[src/rtl/cp_strip_rev.sv]
`default_nettype none
// ============================================================================
// cp_strip_rev : drops the cyclic prefix of each OFDM symbol and applies a
//                per-symbol (-1)^k sign alternation to the N_FFT body samples.
// Revision 1.0
// ============================================================================
module cp_strip_rev #(
  parameter int W      = 20,
  parameter int N_FFT  = 64,
  parameter int CP_LEN = 16
) (
  input  logic         clk,
  input  logic         rst,
  input  logic         en,
  input  logic         in_valid,
  input  logic         in_sop,
  input  logic [W-1:0] in_i,
  input  logic [W-1:0] in_q,
  output logic [W-1:0] out_i,
  output logic [W-1:0] out_q,
  output logic         out_valid,
  output logic         sop_out,
  output logic         eop_out,
  output logic         sym_err
);

  localparam int KW = (N_FFT > 1) ? $clog2(N_FFT) : 1;
  localparam int PW = (CP_LEN > 1) ? $clog2(CP_LEN) : 1;
  localparam logic [KW-1:0] K_LAST = KW'(N_FFT - 1);
  localparam logic [PW-1:0] P_LAST = PW'(CP_LEN - 1);
  localparam logic [W-1:0]  S_MIN  = {1'b1, {(W-1){1'b0}}};
  localparam logic [W-1:0]  S_MAX  = {1'b0, {(W-1){1'b1}}};

  typedef enum logic [1:0] {
    IDLE = 2'd0,
    CP   = 2'd1,
    BODY = 2'd2
  } state_t;

  state_t        state, state_nxt;
  logic [PW-1:0] pcnt, pcnt_nxt;
  logic [KW-1:0] k, k_nxt;
  logic [W-1:0]  i_nxt, q_nxt;
  logic          valid_nxt, sop_nxt, eop_nxt, err_nxt;
  logic          accept;

  assign accept = en & in_valid;

  // The most negative value has no positive twin; clip it to the maximum.
  function automatic logic [W-1:0] neg_sat(input logic [W-1:0] x);
    return (x == S_MIN) ? S_MAX : (-x);
  endfunction

  always_comb begin
    state_nxt = state;
    pcnt_nxt  = pcnt;
    k_nxt     = k;
    i_nxt     = out_i;
    q_nxt     = out_q;
    valid_nxt = 1'b0;
    sop_nxt   = 1'b0;
    eop_nxt   = 1'b0;
    err_nxt   = 1'b0;
    if (accept) begin
      if (in_sop) begin
        // A start marker always opens a new symbol, abandoning any in flight.
        err_nxt = (state != IDLE);
        k_nxt   = '0;
        if (P_LAST == '0) begin
          state_nxt = BODY;
          pcnt_nxt  = '0;
        end else begin
          state_nxt = CP;
          pcnt_nxt  = PW'(1);
        end
      end else begin
        case (state)
          IDLE: ;
          CP: begin
            if (pcnt == P_LAST) begin
              state_nxt = BODY;
              pcnt_nxt  = '0;
            end else begin
              pcnt_nxt = pcnt + PW'(1);
            end
          end
          BODY: begin
            valid_nxt = 1'b1;
            sop_nxt   = (k == '0);
            eop_nxt   = (k == K_LAST);
            i_nxt     = k[0] ? neg_sat(in_i) : in_i;
            q_nxt     = k[0] ? neg_sat(in_q) : in_q;
            if (k == K_LAST) begin
              state_nxt = IDLE;
              k_nxt     = '0;
            end else begin
              k_nxt = k + KW'(1);
            end
          end
          default: state_nxt = IDLE;
        endcase
      end
    end
  end

  always_ff @(posedge clk or negedge rst) begin
    if (!rst) begin
      state     <= IDLE;
      pcnt      <= '0;
      k         <= '0;
      out_i     <= '0;
      out_q     <= '0;
      out_valid <= 1'b0;
      sop_out   <= 1'b0;
      eop_out   <= 1'b0;
      sym_err   <= 1'b0;
    end else begin
      state     <= state_nxt;
      pcnt      <= pcnt_nxt;
      k         <= k_nxt;
      out_i     <= i_nxt;
      out_q     <= q_nxt;
      out_valid <= valid_nxt;
      sop_out   <= sop_nxt;
      eop_out   <= eop_nxt;
      sym_err   <= err_nxt;
    end
  end

endmodule
`default_nettype wire

[config.mk]
export PLATFORM = sky130hd
export DESIGN_NAME = cp_strip_rev
export DESIGN_NICKNAME = d
export VERILOG_FILES = /design/src/rtl/cp_strip_rev.sv
export SDC_FILE = /design/constraint.sdc
export NUM_CORES = 1
export LEC_CHECK = 0
export ABC_AREA = 1
export CAP_MARGIN = 20
export CORE_ASPECT_RATIO = 1.1
export CORE_MARGIN = 2
export CORE_UTILIZATION = 40
export DETAILED_ROUTE_END_ITERATION = 12
export GPL_TIMING_DRIVEN = 0
export PLACE_DENSITY_LB_ADDON = 0.2
export SLEW_MARGIN = 10
export SYNTH_ARGS = -nofsm -noshare
export SYNTH_HDL_FRONTEND = slang
export SYNTH_SLANG_ARGS = --single-unit
export TNS_END_PERCENT = 50
[constraint.sdc]
create_clock -name clk -period 1.8 [get_ports clk]
set_input_delay 0.36 -clock clk [delete_from_list [all_inputs] [get_ports clk]]
set_output_delay 0.36 -clock clk [all_outputs]
set_load 0.02 [all_outputs]
# Word-level counts from Yosys, hierarchy flattened
# Index checks and enable logic that the tools add are counted.
# word_totals
elab_cells	58
inputBits	45
regBits	56
output_inout_bits	44
# classes
n_bitwise	2
n_reduce_logical	9
muxes	25
addsub	4
eq_ne	9
# op_table
cell	count
$mux 20	4
$eq 20x20->1 const B	2
$neg 20->20	2
$mux 6	3
$mux 4	3
$mux 1	11
$add 6x1->6 const B	1
$eq 6x6->1 const B	1
$logic_not 6->1	1
$mux 2	3
$ne 3x3->1 const B	2
$pmux 2 s3	1
$reduce_bool 2->1	3
$add 4x1->4 const B	1
$eq 4x4->1 const B	1
$reduce_and 2->1	2
$reduce_and 4->1	1
$reduce_and 3->1	1
$eq 2x1->1 const B	1
$eq 2x2->1 const B	1
$logic_not 2->1	1
$ne 2x2->1 const B	1
$and 1x1->1	1
$not 1->1	1

# Logic depth before layout (Yosys ltp)
# depth
ltp_word	4
mapped_depth	12
ltp_nobuf	12

# Worst setup path after synthesis
# OpenSTA, ideal clock, no wires.
# synth_timing
kind	input-to-reg
startpoint	in in_i[1]
endpoint	reg out_i[19]
t_arrival_ps	1336
required_ps	1683
setup_slack_ps	346
n_path_buf	0
setup_ps	117
cell_stages	11
path_cell_list	inv_1 -> ha_1 -> nand2_1 -> nor2_4 -> nand2_2 -> nor2_2 -> nand2_1 -> nand2_4 -> inv_6 -> nand3_1 -> nand2_1
# synth_via
elab_chain_cells	3
word_cells_on_any_way	4
classes_between	add/sub (1); eq/ne (1); mux (2)
# synth_rtl
item	line_no	rtl
start: declaration	17	input logic [W-1:0] in_i,
$neg 20->20 / $eq 20x20->1 (equally long branches)	51	return (x == S_MIN) ? S_MAX : (-x);
$mux 20 *	51	
$mux 20 *	91	i_nxt = k[0] ? neg_sat(in_i) : in_i;
end signal: assignment	121	out_i <= i_nxt;
end: declaration	19	output logic [W-1:0] out_i,
# Every way passes the cells marked *; elsewhere a longest branch is shown, timed or not.
# A chain may end at the register's enable or synchronous reset.

# Final worst setup path
# layout_timing
startpoint	reg out_q[19]
endpoint	out out_q[19]
# layout_lines
item	line_no	rtl
start: declaration	20	output logic [W-1:0] out_q,
start signal: assignment	122	out_q <= q_nxt;
# No word-level cell between the ends.

==> flow_summary.toml <==
[clock_network]
clock-sinks = 56
clk_pin_slew_ns = 0.10
clockBufferDepth = 2
htreeDepth = 2
cts_tree = "yes"
cts_root_buf = "clkbuf_8"
numCtsBuffers = 5
postCtsHoldBufs = 0
clock_latency_ns = 0.31

[floorplanning]
row_count = 35
die_y_um = 101.7
die_w_um = 92.82
start_util_pct = 41.28
die_area_um2 = 9439
core_um2 = 8408
io_pins = 89

[finish]
drive_above_1_share_pct = 11.36
finalInstanceArea_um2 = 4702
stdcell_count = 692
final_nets = 630
synthToLayoutAreaGrowth_pct = 35.47
diodes = 0
fin_util_pct = 55.92
nFillCells = 840

[routing]
wire_per_inst_um = 13.04
viasPerCell = 4.790
met3_length_um = 485
wl_met1_mm = 4.014
ant_nets = 0
met2_length_mm = 4.439
vias = 3315
drt_iter0_markers = 114
maxUsedRoutingLayer = "met4"
route.detailed.drc = 0
drt-total-wl_mm = 9.021
drt_pass1_iterations = 5

[worst_setup_path]
critPathKind = "reg -> out"
max_stage_delay_ns = 0.64
crit_slowest_cell = "clkdlybuf4s50_1"
critPathTopFamily = "buffers and inverters"
worst-path-buf-inv = 1
end_kind = "output pin"
crit_required_ns = 1.44
crit_path_cell_trace = "clkdlybuf4s50_1"
critical_path.max_fanout = 2
arrival_ns = 1.32
worstSetupStartpointType = "register"

[grt]
grt_pass1_vias = 3156
globalRouteTotalUtil_pct = 19.40
antenna_found_initial = 0
grt_pass1_wl_mm = 14.64
overflow = 0
grt_max_degree = 57

[pwr]
p_per_area_nw_per_um2 = 1269
vdd_ir_drop_max_uv = 668.1
cellLeakagePower_uw = 0.002132

[synthesis]
ys_types = 37
synth-compound-area-share_pct = 9.986
synthAdderAreaFrac_pct = 1.802
yosysWarnings = 0
netlist.area_leader.share_pct = 40.37
synth.area.top_cells = "dfrtp_1 (40%), nand2_1 (12%), nor2_1 (10%)"
synth_top_family_by_area = "simple AND/OR/NAND/NOR gates"
synth_area_um2 = 3471
synth_fp_nets = 530
ys_seq_elements = 56
syn_area_per_cell_um2 = 7.231
synth.area.mux_share_pct = 0
synth_cells = 480
yosysSeqAreaShare_pct = 40.37
synth-xor-area-share_pct = 5.299
synthSimpleGateAreaFrac_pct = 34.64
yosys.area.top_type = "dfrtp_1"

[placement]
placed_cell_area_um2 = 4488
dp.cells = 679
gp_congestion = 0.9169
io_buffers = 88
dpl.hpwl_mm = 6.781

[timing]
worst_slew_pin_slew_ns = 0.7016
skew_ns = 0.005348
rsz0062_at_grt = "no"
final-setup-viol-count = 0
max_freq_ghz = 0.5946
post-route-min-period_ns = 1.682
fin_crit_sh_pct = 93.43
drv_slew = 0
hold_viol_final = 0
relSlewSlack_pct = 53.23

[run_status]
status = "completed"

[min_path]
hold_path.class = "in -> async"

[run]
maxCapViolCount = 0
## final cells by class
cell class / count / area [µm²] / share of cell area, %
clock buffers: 5 / 68.82 / 1.464
plain buffers: 10 / 62.56 / 1.330
flip-flops and latches: 56 / 1403 / 29.83
well taps: 111 / 138.9 / 2.954
inverters: 55 / 214.0 / 4.550
multi-input cells: 359 / 1836 / 39.04
repair buffers: 93 / 937.1 / 19.93
clock inverters: 3 / 42.54 / 0.9047
## timing repair
item                                    in CTS  in global routing
gates resized for setup                      0                 20
gates cloned                                 0                  1
buffers inserted                             1                  3
endpoints found under the setup margin       2                 39
pin swaps                                    1                  4
## flip-flops by register name, indices dropped and copies added, names as in the netlist
signal / flops
state: 2
pcnt: 4
eop_out: 1
out_q: 20
out_i: 20
sop_out: 1
sym_err: 1
k: 6
out_valid: 1
## Yosys cell counts (all sizes together)
cell,count
nand2,111
nor2,108
dfrtp,56
inv,55
nand3,38
o21ai,26
a21oi,16
xnor2,11
xor2,10
buf,9
o21bai,9
ha,5
nand3b,5
or2,4
and2,3
nor4,3
nand4,2
nor3,2
o22ai,2
a22oi,1
clkbuf,1
o211ai,1
o21a,1
o31ai,1
## cells by family after synthesis
group,count (synthesis)
simple gates,276
buf+inv,65
compound gates,57
flops,56
xor+xnor,21
fa+ha+maj,5
## metrics by stage
step | power (µW) | worst slack [ns] | setup TNS [ns] | hold WS (ns)
6_report | 5967 | 0.1182 | 0 | 0.09613
5_1_grt | 6382 | 0.001417 | 0 | 0.1574
4_1_cts | 6003 | 0.01289 | 0 | 0.1162
3_5_place_dp | 5148 | -0.3128 | -10.14 | 0.4559
3_3_place_gp | 5093 | -1.451 | -90.27 | 0.4572
2_1_floorplan | 3782 | 0.3464 | 0 | 0.06441
## power by group
group	internal [µW]	switching [µW]	leakage, µW
Clock	412	416	0.0000541
Sequential	1750	310	0.000662
Combinational	1450	1630	0.00142
## cell usage in the layout (no fill, tap or decap), drive strengths merged
cell type | netlist | final
a21oi | 16 | 16
a22oi | 1 | 1
and2 | 3 | 3
buf | 9 | 14
bufinv | 0 | 1
clkbuf | 1 | 7
clkdlybuf4s50 | 0 | 85
clkinv | 0 | 1
clkinvlp | 0 | 1
dfrtp | 56 | 56
dlymetal6s2s | 0 | 2
ha | 5 | 5
inv | 55 | 55
nand2 | 111 | 111
nand3 | 38 | 38
nand3b | 5 | 5
nand4 | 2 | 2
nor2 | 108 | 108
nor3 | 2 | 2
nor4 | 3 | 3
o211ai | 1 | 1
o21a | 1 | 1
o21ai | 26 | 26
o21bai | 9 | 9
o22ai | 2 | 2
o31ai | 1 | 1
or2 | 4 | 4
xnor2 | 11 | 11
xor2 | 10 | 10
## metal layers
| layer | track usage (%) | vias to the layer above |
|---|---|---|
| li1 | - | 1710 |
| met2 | 34.34 | 91 |
| met3 | 3.051 | 6 |
| met1 | 24.99 | 1508 |
| met5 | 0 | - |
| met4 | 4.751 | 0 |
## worst paths after layout
path,slack (ns),endpoint,from,depth (start not counted)
min in group clk,0.33,out_q[0]$_DFFE_PN0P_,in_q[0],3
max in group asynchronous,1.21,k[0]$_DFFE_PN0P_,rst,1
hold / removal,0.1,out_i[9]$_DFFE_PN0P_,rst,1
setup reg to reg,0.19,state[1]$_DFFE_PN0P_,k[0]$_DFFE_PN0P_,8
hold reg to reg,0.47,sop_out$_DFF_PN0_,k[4]$_DFFE_PN0P_,1
setup / recovery,0.12,out_q[19],out_q[19]$_DFFE_PN0P_,1
Note: power is estimated with default switching activity, not from simulation.
